[config.mk]
export PLATFORM = sky130hd
export DESIGN_NAME = game_tick_divider_flat
export DESIGN_NICKNAME = d
export VERILOG_FILES = /design/src/rtl/snake_timing_pkg.sv /design/src/rtl/game_tick_divider_if.sv /design/src/rtl/tick_level_ctrl.sv /design/src/rtl/game_tick_divider.sv /design/src/flat_wrapper.sv
export SDC_FILE = /design/constraint.sdc
export NUM_CORES = 1
export LEC_CHECK = 0
export CORE_MARGIN = 10
export CORE_UTILIZATION = 40
export CTS_CLUSTER_SIZE = 28
export DETAILED_ROUTE_END_ITERATION = 8
export PLACE_DENSITY_LB_ADDON = 0.1
export SYNTH_ARGS = -nofsm -noshare
export SYNTH_HDL_FRONTEND = slang
export SYNTH_SLANG_ARGS = --single-unit
[constraint.sdc]
create_clock -name clock -period 5.19 [get_ports clock]
set_input_delay 1.038 -clock clock [delete_from_list [all_inputs] [get_ports clock]]
set_output_delay 1.038 -clock clock [all_outputs]
set_load 0.02 [all_outputs]
[src/rtl/snake_timing_pkg.sv]
`default_nettype none
// ============================================================================
// Module      : snake_timing_pkg
// Description : Shared timing constants and types for the snake game-step
//               divider (50 MHz board defaults, level width helper).
// Revision    : 1.0 - initial release
// ============================================================================
package snake_timing_pkg;

   // Board defaults: 50 MHz clock, ~2 Hz game step at level 0
   localparam int DEF_CNT_W      = 24;
   localparam int DEF_BASE_HALF  = 12500000;
   localparam int DEF_STEP       = 1250000;
   localparam int DEF_NUM_LEVELS = 8;
   localparam int DEF_CLEAR_LEN  = 1;

   // Width of the level field for the default level count
   localparam int LEVEL_W = $clog2(DEF_NUM_LEVELS);

   // Decoded speed request for one clock; reset has priority over up
   typedef enum logic [1:0] {
      REQ_NONE  = 2'd0,
      REQ_UP    = 2'd1,
      REQ_RESET = 2'd2
   } speed_req_e;

   // Level field width for an arbitrary level count (never zero)
   function automatic int level_width(input int num_levels);
      return (num_levels > 1) ? $clog2(num_levels) : 1;
   endfunction

endpackage : snake_timing_pkg
`default_nettype wire

[src/rtl/game_tick_divider_if.sv]
`default_nettype none
// ============================================================================
// Module      : game_tick_divider_if
// Description : Control/status bundle between the game logic and the
//               game-step divider. master = game logic, slave = divider.
// Revision    : 1.0 - initial release
// ============================================================================
interface game_tick_divider_if
   import snake_timing_pkg::*;
#(
   parameter int LEVEL_W = snake_timing_pkg::LEVEL_W
);

   logic               enable;
   logic               speed_up;
   logic               speed_reset;
   logic               rclock;
   logic               tick;
   logic               clear;
   logic [LEVEL_W-1:0] level;

   modport master (
      output enable,
      output speed_up,
      output speed_reset,
      input  rclock,
      input  tick,
      input  clear,
      input  level
   );

   modport slave (
      input  enable,
      input  speed_up,
      input  speed_reset,
      output rclock,
      output tick,
      output clear,
      output level
   );

endinterface : game_tick_divider_if
`default_nettype wire

[src/rtl/tick_level_ctrl.sv]
`default_nettype none
// ============================================================================
// Module      : tick_level_ctrl
// Description : Speed-level bookkeeping for the game-step divider. Holds the
//               pending (requested) level and the applied level, and derives
//               the half-period terminal count from the applied level.
// Revision    : 1.0 - initial release
// ============================================================================
module tick_level_ctrl
   import snake_timing_pkg::*;
#(
   parameter int CNT_W      = DEF_CNT_W,
   parameter int BASE_HALF  = DEF_BASE_HALF,
   parameter int STEP       = DEF_STEP,
   parameter int NUM_LEVELS = DEF_NUM_LEVELS,
   parameter int LEVEL_W    = level_width(DEF_NUM_LEVELS)
)(
   input  wire logic               clock,
   input  wire logic               resetn,
   input  wire logic               speed_up,
   input  wire logic               speed_reset,
   input  wire logic               apply,
   output logic      [LEVEL_W-1:0] level,
   output logic      [CNT_W-1:0]   half_term
);

   localparam logic [LEVEL_W-1:0] c_max_level = LEVEL_W'(NUM_LEVELS - 1);
   localparam logic [CNT_W-1:0]   c_base_half = CNT_W'(BASE_HALF);
   localparam logic [CNT_W-1:0]   c_step      = CNT_W'(STEP);

   speed_req_e         w_req;
   logic [LEVEL_W-1:0] r_pending;
   logic [LEVEL_W-1:0] r_level;

   // Collapse the two request lines into one request; reset wins a tie
   always_comb begin
      w_req = REQ_NONE;
      if (speed_reset)
         w_req = REQ_RESET;
      else if (speed_up)
         w_req = REQ_UP;
   end

   // Pending level follows requests every cycle, saturating at the top level
   always_ff @(posedge clock or negedge resetn) begin
      if (!resetn) begin
         r_pending <= '0;
      end else begin
         case (w_req)
            REQ_RESET: r_pending <= '0;
            REQ_UP:    if (r_pending != c_max_level)
                          r_pending <= r_pending + LEVEL_W'(1);
            default:   r_pending <= r_pending;
         endcase
      end
   end

   // Applied level only changes at the falling phase boundary
   always_ff @(posedge clock or negedge resetn) begin
      if (!resetn)
         r_level <= '0;
      else if (apply)
         r_level <= r_pending;
   end

   // Parameter constraints guarantee this never wraps
   assign half_term = c_base_half - (CNT_W'(r_level) * c_step);
   assign level     = r_level;

endmodule : tick_level_ctrl
`default_nettype wire

[src/rtl/game_tick_divider.sv]
`default_nettype none
// ============================================================================
// Module      : game_tick_divider
// Description : Game-step clock generator. Divides the board clock into the
//               rclock square wave with a one-cycle tick on each rising
//               phase and a clear pulse at the start of each low phase.
//               Speed levels shorten the half period; changes take effect
//               only at the falling boundary. enable=0 freezes the timing.
// Revision    : 1.0 - initial release
// ============================================================================
module game_tick_divider
   import snake_timing_pkg::*;
#(
   parameter int CNT_W      = DEF_CNT_W,
   parameter int BASE_HALF  = DEF_BASE_HALF,
   parameter int STEP       = DEF_STEP,
   parameter int NUM_LEVELS = DEF_NUM_LEVELS,
   parameter int CLEAR_LEN  = DEF_CLEAR_LEN
)(
   input  wire logic          clock,
   input  wire logic          resetn,
   game_tick_divider_if.slave bus
);

   localparam int LEVEL_W = level_width(NUM_LEVELS);

   localparam logic [CNT_W-1:0] c_clear_len = CNT_W'(CLEAR_LEN);

   // Reject parameter sets that would underflow the terminal count or
   // leave no room for the clear window inside the shortest low phase
   if (CLEAR_LEN < 1) begin : g_chk_clear_len
      $error("game_tick_divider: CLEAR_LEN must be >= 1");
   end
   if (NUM_LEVELS < 2) begin : g_chk_levels
      $error("game_tick_divider: NUM_LEVELS must be >= 2");
   end
   if (longint'(BASE_HALF) - longint'(NUM_LEVELS - 1) * longint'(STEP)
       < longint'(CLEAR_LEN + 1)) begin : g_chk_min_half
      $error("game_tick_divider: fastest half period too short");
   end
   if (longint'(BASE_HALF) >= (longint'(1) << CNT_W)) begin : g_chk_cnt_w
      $error("game_tick_divider: BASE_HALF does not fit in CNT_W bits");
   end

   logic [CNT_W-1:0]   r_count;
   logic               r_rclock;
   logic               r_tick;
   logic               r_clear;
   logic [CNT_W-1:0]   w_half_term;
   logic [LEVEL_W-1:0] w_level;
   logic               w_at_term;
   logic               w_rise;
   logic               w_fall;

   assign w_at_term = (r_count == w_half_term);
   assign w_rise    = bus.enable & w_at_term & ~r_rclock;
   assign w_fall    = bus.enable & w_at_term &  r_rclock;

   tick_level_ctrl #(
      .CNT_W      (CNT_W),
      .BASE_HALF  (BASE_HALF),
      .STEP       (STEP),
      .NUM_LEVELS (NUM_LEVELS),
      .LEVEL_W    (LEVEL_W)
   ) u_level_ctrl (
      .clock       (clock),
      .resetn      (resetn),
      .speed_up    (bus.speed_up),
      .speed_reset (bus.speed_reset),
      .apply       (w_fall),
      .level       (w_level),
      .half_term   (w_half_term)
   );

   // Half-period counter and game-step square wave; both freeze while paused
   always_ff @(posedge clock or negedge resetn) begin
      if (!resetn) begin
         r_count  <= '0;
         r_rclock <= 1'b0;
      end else if (bus.enable) begin
         if (w_at_term) begin
            r_count  <= '0;
            r_rclock <= ~r_rclock;
         end else begin
            r_count  <= r_count + CNT_W'(1);
         end
      end
   end

   // Tick rises with rclock; clear covers the first CLEAR_LEN low-phase counts
   always_ff @(posedge clock or negedge resetn) begin
      if (!resetn) begin
         r_tick  <= 1'b0;
         r_clear <= 1'b0;
      end else begin
         r_tick  <= w_rise;
         r_clear <= bus.enable & ~r_rclock & (r_count < c_clear_len);
      end
   end

   assign bus.rclock = r_rclock;
   assign bus.tick   = r_tick;
   assign bus.clear  = r_clear;
   assign bus.level  = w_level;

endmodule : game_tick_divider
`default_nettype wire

[src/flat_wrapper.sv]
// flat-port wrapper written by rule: the top's interface ports become plain ports
module game_tick_divider_flat import snake_timing_pkg::*;
#(
   parameter int CNT_W      = DEF_CNT_W,
   parameter int BASE_HALF  = DEF_BASE_HALF,
   parameter int STEP       = DEF_STEP,
   parameter int NUM_LEVELS = DEF_NUM_LEVELS,
   parameter int CLEAR_LEN  = DEF_CLEAR_LEN
)
  (clock, resetn, bus_enable, bus_speed_up, bus_speed_reset, bus_rclock, bus_tick, bus_clear, bus_level);
  game_tick_divider_if bus_i ();
  input  wire logic clock;
  input  wire logic resetn;
  input wire logic [$bits(bus_i.enable)-1:0] bus_enable;
  input wire logic [$bits(bus_i.speed_up)-1:0] bus_speed_up;
  input wire logic [$bits(bus_i.speed_reset)-1:0] bus_speed_reset;
  output wire logic [$bits(bus_i.rclock)-1:0] bus_rclock;
  output wire logic [$bits(bus_i.tick)-1:0] bus_tick;
  output wire logic [$bits(bus_i.clear)-1:0] bus_clear;
  output wire logic [$bits(bus_i.level)-1:0] bus_level;
  assign bus_i.enable = bus_enable;
  assign bus_i.speed_up = bus_speed_up;
  assign bus_i.speed_reset = bus_speed_reset;
  assign bus_rclock = bus_i.rclock;
  assign bus_tick = bus_i.tick;
  assign bus_clear = bus_i.clear;
  assign bus_level = bus_i.level;
  game_tick_divider #(.CNT_W(CNT_W), .BASE_HALF(BASE_HALF), .STEP(STEP), .NUM_LEVELS(NUM_LEVELS), .CLEAR_LEN(CLEAR_LEN)) u_core (.clock(clock), .resetn(resetn), .bus(bus_i));
endmodule
==> results.md, run 1 <==
- Unique masters post-synth: 70
- Synth Area in Compound Gates: 0.155
- Gr ovfl total: 0
- Reg-to-reg slack, setup: 0.61 ns
- Max clock buf depth: 2
- Post-DR vias/cell: 5.61
- Iter 0 DRT Violations: 132
- CP Class: register to register
- First-pass GRT wire length: 12.6 mm
- Cell Area, Placed: 0.00313 mm2
- Slew Viols, Final: 0
- F_max: 218 MHz
- Final worst-path cycle share: 0.882
- ANT nets after route: 0
- Slew at the pin closest to its max-slew limit: 0.658 ns
- Fin. Hold Viols: 0
- CTS Hold Bufs: 0
- CP peak stage delay: 0.72 ns
- Number of synthesized flops with an enable pin: 0
- RSZ-0062 raised after global routing: no
- CTS buffer count: 5
- Die area: 0.0113 mm2
- Hold path start: u_core.bus.rclock
- Yosys reg bits: 33
- PortBufs: 10
- Clk slew on worst S/H paths: 0.07 ns
- Post-DP HPWL: 5.80 mm
- Synth Instances: 348
- Worst hold endpoint: u_core.bus.tick
- Power per cell area: 181 mW/mm2
- Final min period: 4.58 ns
- # IOs: 11
- Post-synth top flop: dfrtp_1
- # H-tree levels: 2
- Crit. Startpoint: u_core.u_level_ctrl.level[2]
- Initial antenna violation count: 0
- Slowest CP cell: dfrtp_1
- Status: completed
- N_diodes: 0
- # Post-CTS Setup Buffers: 0
- Rows: 31
- Setup TNS: 0 ns
- Post-DR wirelength/cell: 17.0 um
- Finished Cell Area: 0.00322 mm2
- Endpoint type of the worst setup path: register
- DRC: 0
- Worst Skew: 0.00906 ns
- Sinks on Clock Net: 33
- Post-Synth Adder-Cell Area: 0.0890
- CP startpoint kind: register
- Worst-Skew Late Latency: 0.28 ns
- Yosys warnings: 0
- Average size of a mapped cell: 8.57 um2
- Die Span X: 106 um
- Data required time of the critical path: 5.35 ns
- Sequential share of the synthesized area: 0.277
- CP Data Arrival Time: 4.74 ns
- Die Y: 106 um
- Core area: 0.00725 mm2
- Hold Path Class: register to register
- RD Place Congestion: 0.841
- First-pass DRT Iterations: 4
- Area grow syn2layout: 7.89%
- Most frequent CP cell: ha_1
- GRT Util Overall: 0.136
- Largest net degree at the start of global routing: 34
- Final wirelength: 7.64 mm
- Effective utilization at floorplan: 0.411
- CP Max Fanout: 14
- Clock root cell: clkbuf_8
- Share of cells above drive strength 1: 0.0798
- Max_cap viols: 0
- Cells on worst reg2reg path: 11
- Post_cts resized: 0
- Synthesized net count: 373
- Maximum vdd drop: 0.0899 mV
- Vias in the first global route: 2,487
- Reg2reg end: u_core.u_level_ctrl.level[2]
- Hold Path Stages: 1
- Ys async rst share: 1.00
- Layout Nets: 375
- Cell breakdown of the critical path: ha_1 > ha_1 > fa_1 > or3_1 > o311ai_0 > a21o_1 > a22oi_1 > a221oi_1 > nand4_1 > nor4_4 > mux2_1
- Final setup violation count: 0
- Slew headroom: 0.556
- CTS tree: done
- Vias: 2,525
- Worst r2r src: u_core.u_level_ctrl.level[2]
- Post-synthesis mux area share: 0.0285
- Post-Synth Simple-Gate Area: 0.246
- Leak: 1.34 nW
- FILL cells: 750
- Largest family of logic cells by synthesized area: simple AND/OR/NAND/NOR gates
- Synthesized area: 0.00298 mm2
- Xor-xnor portion of the synthesized cell area: 0.155
==> critical path: cells and delay by family (launching register included) <==
family	cells	cell delay, ns
flip-flops	1	0.72
AO/OA/AOI/OAI	4	1.25
AND/OR/NAND/NOR	3	1.01
multiplexers	1	0.36
adder cells (fa/ha/maj)	3	1.11
==> metrics by stage <==
stage	power, mW	instances	utilization	hold WS, ns	setup slack (ns)
floorplan	0.366	348	-	0.481	0.712
global placement	0.400	442	0.432	0.511	0.789
detailed placement	0.399	442	0.432	0.517	0.733
CTS	0.586	450	0.444	0.525	0.725
global route	0.616	450	0.444	0.571	0.406
finish	0.581	450	0.444	0.522	0.612
==> metal layers <==
metal / up-vias / track usage / routed length (um)
met4: 0 / 0.0455 / 150
met5: - / 0 / 0
met1: 1197 / 0.182 / 3700
li1: 1257 / - / -
met2: 57 / 0.213 / 3450
met3: 14 / 0.0254 / 335
==> cells in the final DEF, fill, tap and decap left out, drive strengths merged, types with 3 or more instances in the layout <==
cell,Yosys,layout
o21a,3,3
o2111ai,3,3
ha,18,18
a21o,3,3
nand4,11,11
a211oi,3,3
a31oi,8,8
nand3,20,20
and3,6,6
o211ai,3,3
nor3,8,8
nand2,27,27
xor2,20,20
nor2,37,37
a21oi,11,11
clkdlybuf4s50,0,10
or3,4,4
mux2,4,4
xnor2,32,32
o21ai,8,8
buf,5,4
inv,12,12
o311ai,3,3
dfrtp,33,33
and2,3,3
clkbuf,14,6
mux2i,4,4
nor4,11,11
==> power by group <==
part | switching (mW) | internal (mW)
Combinational | 0.0396 | 0.0376
Clock | 0.0931 | 0.0929
Sequential | 0.0386 | 0.279
Total | 0.171 | 0.410
==> synthesized netlist by cell type, types with 3 or more instances <==
library cell	n	area share
dfrtp_1	33	0.28
xnor2_1	31	0.091
nand2_1	27	0.034
o21a_1	3	0.0076
nor4_1	9	0.019
nor2_1	37	0.047
xor2_1	20	0.059
ha_1	18	0.076
mux2_1	3	0.011
o2111ai_1	3	0.0088
a31oi_1	8	0.017
o21ai_0	8	0.013
inv_1	12	0.015
nand3_1	20	0.034
and3_1	5	0.010
nand4_1	10	0.021
clkbuf_1	11	0.014
a211oi_1	3	0.0076
mux2i_1	4	0.013
nor3_1	7	0.012
and2_1	3	0.0063
a21oi_1	11	0.018
buf_2	3	0.0050
o211ai_1	3	0.0076
==> layout make-up <==
class,count,area [um2],area share
clock buffers,6,72.6,0.0226
repair buffers,14,130,0.0405
clock inverters,2,10.0,0.00311
multi-input cells,284,2010,0.625
flip-flops and latches,33,826,0.257
inverters,12,45.0,0.0140
well taps,99,124,0.0385
==> worst max path at each step <==
| stage | endpoint | cells past startpoint |
|---|---|---|
| after CTS | u_core.u_level_ctrl.level[2] | 12 |
| after global routing | u_core.u_level_ctrl.level[2] | 12 |
| after floorplan | u_core.u_level_ctrl.level[0] | 13 |
| after detailed placement | u_core.u_level_ctrl.level[0] | 12 |
| after global placement | u_core.u_level_ctrl.level[0] | 11 |
| final | u_core.u_level_ctrl.level[2] | 11 |
==> registers in the layout (all words and copies together) (netlist names) <==
| name | count |
|---|---|
| u_core.r_count | 24 |
| u_core.u_level_ctrl.level | 3 |
| u_core.u_level_ctrl.r_pending | 3 |
| u_core.bus.clear | 1 |
| u_core.bus.rclock | 1 |
| u_core.bus.tick | 1 |
==> cell families (layout without fill, tap and decap cells) <==
kind of cell               Yosys count  count (layout)
muxes                                8               8
and+or+nand+nor                    140             140
AOI/OAI and AO/OA                   64              64
buffers and inverters               31              34
adders and majority gates           20              20
xor gates and xnor gates            52              52
DFF                                 33              33
Power figures use the tool's default switching activity.
==> inputs of run 2 (changes only) <==
- GPL_ROUTABILITY_DRIVEN: default -> 0
==> results of run 2 <==
Final layout, timing and power as in run 1 (identical DEF).
==> inputs of run 3 (changes only) <==
--- a/config.mk
+++ b/config.mk
@@ -12,4 +12,5 @@
 export GPL_ROUTABILITY_DRIVEN = 0
 export PLACE_DENSITY_LB_ADDON = 0.1
+export RECOVER_POWER = 25
 export SYNTH_ARGS = -nofsm -noshare
 export SYNTH_HDL_FRONTEND = slang
==> constraint.sdc (replaced) <==
create_clock -name clock -period 5.19 [get_ports clock]
set_input_delay 0.519 -clock clock [delete_from_list [all_inputs] [get_ports clock]]
set_output_delay 0.519 -clock clock [all_outputs]
set_load 0.02 [all_outputs]
==> run 3 against run 2 <==
Against the previous run:
- the run now ends with max-capacitance violations, max-slew violations left
- critical endpoint unchanged
- register-to-register slack about the same
- sequential share of layout area barely moved
- critical path depth stayed put
- largest cell class unchanged
- setup slack did not move
- total power down 0.11%
- sequential power about the same
==> results.md, run 3 (synthesis results as in run 1) <==
- Final min period: 4.58 ns
- Switching part of the total power: 0.295
- # IOs: 11
- Fin. Hold Viols: 0
- # Post-CTS Setup Buffers: 0
- Die Span X: 106 um
- Largest register by flop count: u_core.r_count
- Worst r2r src: u_core.u_level_ctrl.level[2]
- GRT Util Overall: 0.136
- Share of cells above drive strength 1: 0.0769
- Post-DP HPWL: 5.80 mm
- Status: complete, but fails checks
- Slew headroom: -0.210
- Worst-Skew Late Latency: 0.28 ns
- RSZ-0062 raised after global routing: no
- Final setup violation count: 0
- Vias in the first global route: 2,487
- Max_cap viols: 1
- Post_cts resized: 0
- Worst hold endpoint: u_core.bus.tick
- Core area: 0.00725 mm2
- DRC: 0
- Die area: 0.0113 mm2
- Reg-to-reg slack, setup: 0.61 ns
- Layout Nets: 375
- Max clock buf depth: 2
- Leading cell type in the layout, fill and taps excluded: nor2_1
- CP Data Arrival Time: 4.74 ns
- CTS Hold Bufs: 0
- ANT nets after route: 0
- Clock root cell: clkbuf_8
- Post-DR vias/cell: 5.61
- Sinks on Clock Net: 33
- Clk slew on worst S/H paths: 0.07 ns
- Clock power frac: 0.321
- Final Util: 0.443
- Crit. Startpoint: u_core.u_level_ctrl.level[2]
- Slew Viols, Final: 34
- Setup ws final: 0.612 ns
- First-pass GRT wire length: 12.6 mm
- Effective utilization at floorplan: 0.411
- Data required time of the critical path: 5.35 ns
- DP Worst Slack: 0.733 ns
- CTS buffer count: 5
- First-pass DRT Iterations: 4
- Finished Cell Area: 0.00321 mm2
- Non-Filler Instances: 450
- CP startpoint kind: register
- CP Max Fanout: 14
- N_diodes: 0
- Setup TNS: 0 ns
- Most frequent cells in the layout: 37 x nor2_1, 33 x dfrtp_1, 31 x xnor2_1
- Initial antenna violation count: 0
- CP Class: register to register
- Largest net degree at the start of global routing: 34
- Post-DR wirelength/cell: 16.9 um
- Worst Skew: 0.00924 ns
- Max reg flops: 24
- Maximum vdd drop: 0.0900 mV
- Final wirelength: 7.63 mm
- Sequential power share: 0.547
- CTS tree: done
- Gr ovfl total: 0
- Hold Path Class: register to register
- P_int: 409 uW
- Combinational power share: 0.132
- Hold path start: u_core.bus.rclock
- PortBufs: 10
- Slew at the pin closest to its max-slew limit: 1.82 ns
- Final worst-path cycle share: 0.882
- Post-Place Cells: 442
- Switching pwr: 171 uW
- Power per cell area: 181 mW/mm2
- Iter 0 DRT Violations: 132
- Rows: 31
- Vias: 2,523
- Endpoint type of the worst setup path: register
- Hold Path Stages: 1
- Cells on worst reg2reg path: 11
- Die Y: 106 um
- Failing checks: max-capacitance violations, max-slew violations
- # H-tree levels: 2
- Area grow syn2layout: 7.76%
- Cell Area, Placed: 0.00313 mm2
- F_max: 218 MHz
- Leak: 1.33 nW
- Reg2reg end: u_core.u_level_ctrl.level[2]
-- run 3: changes by cell type in the layout (fill, tap and decap cells not counted), sizes merged --
cell / before / now
buf: 4 / 3
clkbuf: 6 / 7
clkdlybuf4s50: 10 / 9
dlygate4sd3: 0 / 1
-- run 3: worst max-delay path, cell delays in order (launching register included) --
cell and delay (ns):
dfrtp_1 0.72, ha_1 0.39, ha_1 0.25, fa_1 0.47
or3_1 0.42, o311ai_0 0.59, a21o_1 0.19, a22oi_1 0.07
a221oi_1 0.40, nand4_1 0.28, nor4_4 0.31, mux2_1 0.36
-- run 3: routing by layer --
metal	GRT usage	share of wire	vias up
met1	0.182	0.48	1195
li1	-	-	1257
met4	0.0455	0.020	0
met3	0.0254	0.044	14
met5	0	0	-
met2	0.213	0.45	57
-- run 3: through the flow --
step / total power [mW] / hold slack, ns
floorplan: 0.366 / 0.223
global placement: 0.400 / 0.511
detailed placement: 0.399 / 0.517
CTS: 0.586 / 0.525
global route: 0.616 / 0.571
finish: 0.580 / 0.522
-- run 3: cell type report --
| type | count | area [um2] |
|---|---|---|
| fillers | 752 | 4040 |
| multi-input cells | 284 | 2010 |
| flip-flops and latches | 33 | 826 |
| repair buffers | 14 | 126 |
| well taps | 99 | 124 |
| clock buffers | 6 | 72.6 |
| inverters | 12 | 45.0 |
| clock inverters | 2 | 10.0 |
-- run 3: how the worst max path moves through the flow --
stage,cells past startpoint,to
final,11,u_core.u_level_ctrl.level[2]
after floorplan,13,u_core.u_level_ctrl.level[0]
after global routing,12,u_core.u_level_ctrl.level[2]
after CTS,12,u_core.u_level_ctrl.level[2]
after detailed placement,12,u_core.u_level_ctrl.level[0]
after global placement,11,u_core.u_level_ctrl.level[0]
-- run 3: power by group through the flow --
stage | clock [mW] | combinational (mW) | sequential (mW)
after floorplan | 0 | 0.0618 | 0.304
after global placement | 0 | 0.0780 | 0.322
after detailed placement | 0 | 0.0774 | 0.322
after CTS | 0.191 | 0.0780 | 0.317
after global routing | 0.204 | 0.0901 | 0.322
final | 0.186 | 0.0767 | 0.317
==> RTL edit (settings of run 2) <==
Reset style: synchronous (`resetn`), changed in 4 clocked blocks.
--- a/src/rtl/tick_level_ctrl.sv
+++ b/src/rtl/tick_level_ctrl.sv
@@ -44,3 +44,3 @@
    // Pending level follows requests every cycle, saturating at the top level
-   always_ff @(posedge clock or negedge resetn) begin
+   always_ff @(posedge clock) begin
       if (!resetn) begin
@@ -58,3 +58,3 @@
    // Applied level only changes at the falling phase boundary
-   always_ff @(posedge clock or negedge resetn) begin
+   always_ff @(posedge clock) begin
       if (!resetn)
--- a/src/rtl/game_tick_divider.sv
+++ b/src/rtl/game_tick_divider.sv
@@ -75,3 +75,3 @@
    // Half-period counter and game-step square wave; both freeze while paused
-   always_ff @(posedge clock or negedge resetn) begin
+   always_ff @(posedge clock) begin
       if (!resetn) begin
@@ -90,3 +90,3 @@
    // Tick rises with rclock; clear covers the first CLEAR_LEN low-phase counts
-   always_ff @(posedge clock or negedge resetn) begin
+   always_ff @(posedge clock) begin
       if (!resetn) begin
Behaviour: differs if resetn is asserted again (counterexample within 4 cycles, from zero or initial values and one cycle with resetn low); with resetn held inactive, the same outputs for 10 cycles.
==> RTL edit against run 2 <==
- design area is 4.9% lower
- synthesized cell count is 2.0% lower
- die area is 5.2% lower
- critical path type unchanged
- synthesized area is 6.4% lower
- setup slack better by 110 ps
- sequential share of layout area is 4.1 points lower
- core utilization is 0.70 points higher
- maximum frequency is 2.4% higher
- routed wire length is 7.8% lower
- sequential cell count stayed put
Power is not compared: it rests on default switching activity, and its combinational part moved more than twofold at a synthesized area within 25%.
==> RTL edit: results (changes against run 2) <==
qor: status.run_status finished, final reports clean [unchanged]
qor: route.drt-initial-drc-count 143 [was 132]
qor: grt.grtUsageTotal 12.6% [was 13.6%]
qor: yosys.yosys.area_share.adder 9.50% [was 8.90%]
qor: yosys.yosysUniqueCellTypes 57 [was 70]
qor: setup_path.critical_path.max_fanout 23 [was 14]
qor: yosys.synthesis.instances 341 [was 348]
qor: yosys.netlist_top_cells_area dfxtp_1, xnor2_1, ha_1, xor2_1, nor2_1 [was dfrtp_1, xnor2_1, ha_1, xor2_1, nor2_1]
qor: route.route.final.wire_length 7040 µm [was 7640 µm]
qor: sta.worst_clock_skew 11.4 ps [was 9.06 ps]
qor: grt.via_count_of_the_first_global_routing_pass 2,222 [was 2,487]
qor: yosys.mappedNetlistNets 366 [was 373]
qor: sta.timing_worst_slew_pin_value 637 ps [was 658 ps]
qor: yosys.asyncSetResetFlopFracSynth 0% [was 100%]
qor: yosys.synth.yosys.seq_area_share 23.7% [was 27.7%]
qor: yosys.post_synth_mux_area_share 1.43% [was 2.85%]
qor: route.routed-via-count 2,416 [was 2,525]
qor: grt.grt_pass1_wl 11,500 µm [was 12,600 µm]
qor: power_and_ir_drop.cellLeakagePower 1.15 nW
qor: yosys.synth.top_cells.by_count nor2_1, dfxtp_1, xnor2_1, nand2_1, xor2_1 [was nor2_1, dfrtp_1, xnor2_1, nand2_1]
qor: cts.cts_max_level 2 [unchanged]
qor: min_path.whs_path_depth 2 [was 1]
qor: setup_path.cpMaxStageDelayCell a2111oi_4 [was dfrtp_1]
qor: setup_path.critical_path.max_stage_delay 660 ps [was 720 ps]
qor: setup_path.r2r-start u_core.u_level_ctrl.level[1] [was u_core.u_level_ctrl.level[2]]
qor: setup_path.regToRegSetupSlack 720 ps [was 610 ps]
qor: setup_path.reg2reg_to u_core.r_count[7] [was u_core.u_level_ctrl.level[2]]
qor: sta.min_period_over_period 86.2% [was 88.2%]
qor: min_path.min-delay-start u_core.u_level_ctrl.r_pending[2] [was u_core.bus.rclock]
qor: placed_design.buffer_ports.inserted 10 [unchanged]
qor: setup_path.path_delay_family compound AO/OA/AOI/OAI gates [unchanged]
qor: grt.grt_start_max_net_pins 24 [was 34]
qor: placed_design.dpl_cell_area 2940 µm² [was 3130 µm²]
qor: setup_path.timing.reg2reg.worst_path_depth 14 [was 11]
qor: sta.timing.hold.ws 504 ps [was 522 ps]
qor: yosys.synth_xor_area_share 17.1% [was 15.5%]
qor: placed_design.post-place-cells 432 [was 442]
qor: placed_design.preCtsSetupSlack 736 ps [was 733 ps]
## RTL edit: logic make-up (layout without fill, tap and decap cells)
family	count (synthesis)	after routing
flops	33	33
compound gates	62	62
simple gates	136	136
mux	4	4
xor+xnor	53	53
buf+inv	33	36
fa+ha+maj	20	20
## RTL edit: cell type report
| class | count | area (µm²) |
|---|---|---|
| clock buffer | 6 | 82.6 |
| clock inverter | 2 | 37.5 |
| fill | 693 | 3730 |
| inverter | 14 | 52.6 |
| multi-input combinational | 275 | 1980 |
| sequential | 33 | 661 |
| tap | 96 | 120 |
| timing repair buffer | 14 | 130 |
## RTL edit: per-layer routing
layer	up-vias	track usage, %	part of all wire, %
met5	-	0	0
met4	0	2.62	1.0
met3	6	2.79	4.5
met2	64	19.3	45
met1	1119	17.6	50
li1	1227	-	-
## RTL edit: where the power goes
group	total [mW]	internal [mW]	switching, mW
Combinational	0.0225	0.00962	0.0128
Sequential	0.258	0.256	0.00257
Clock	0.260	0.156	0.104
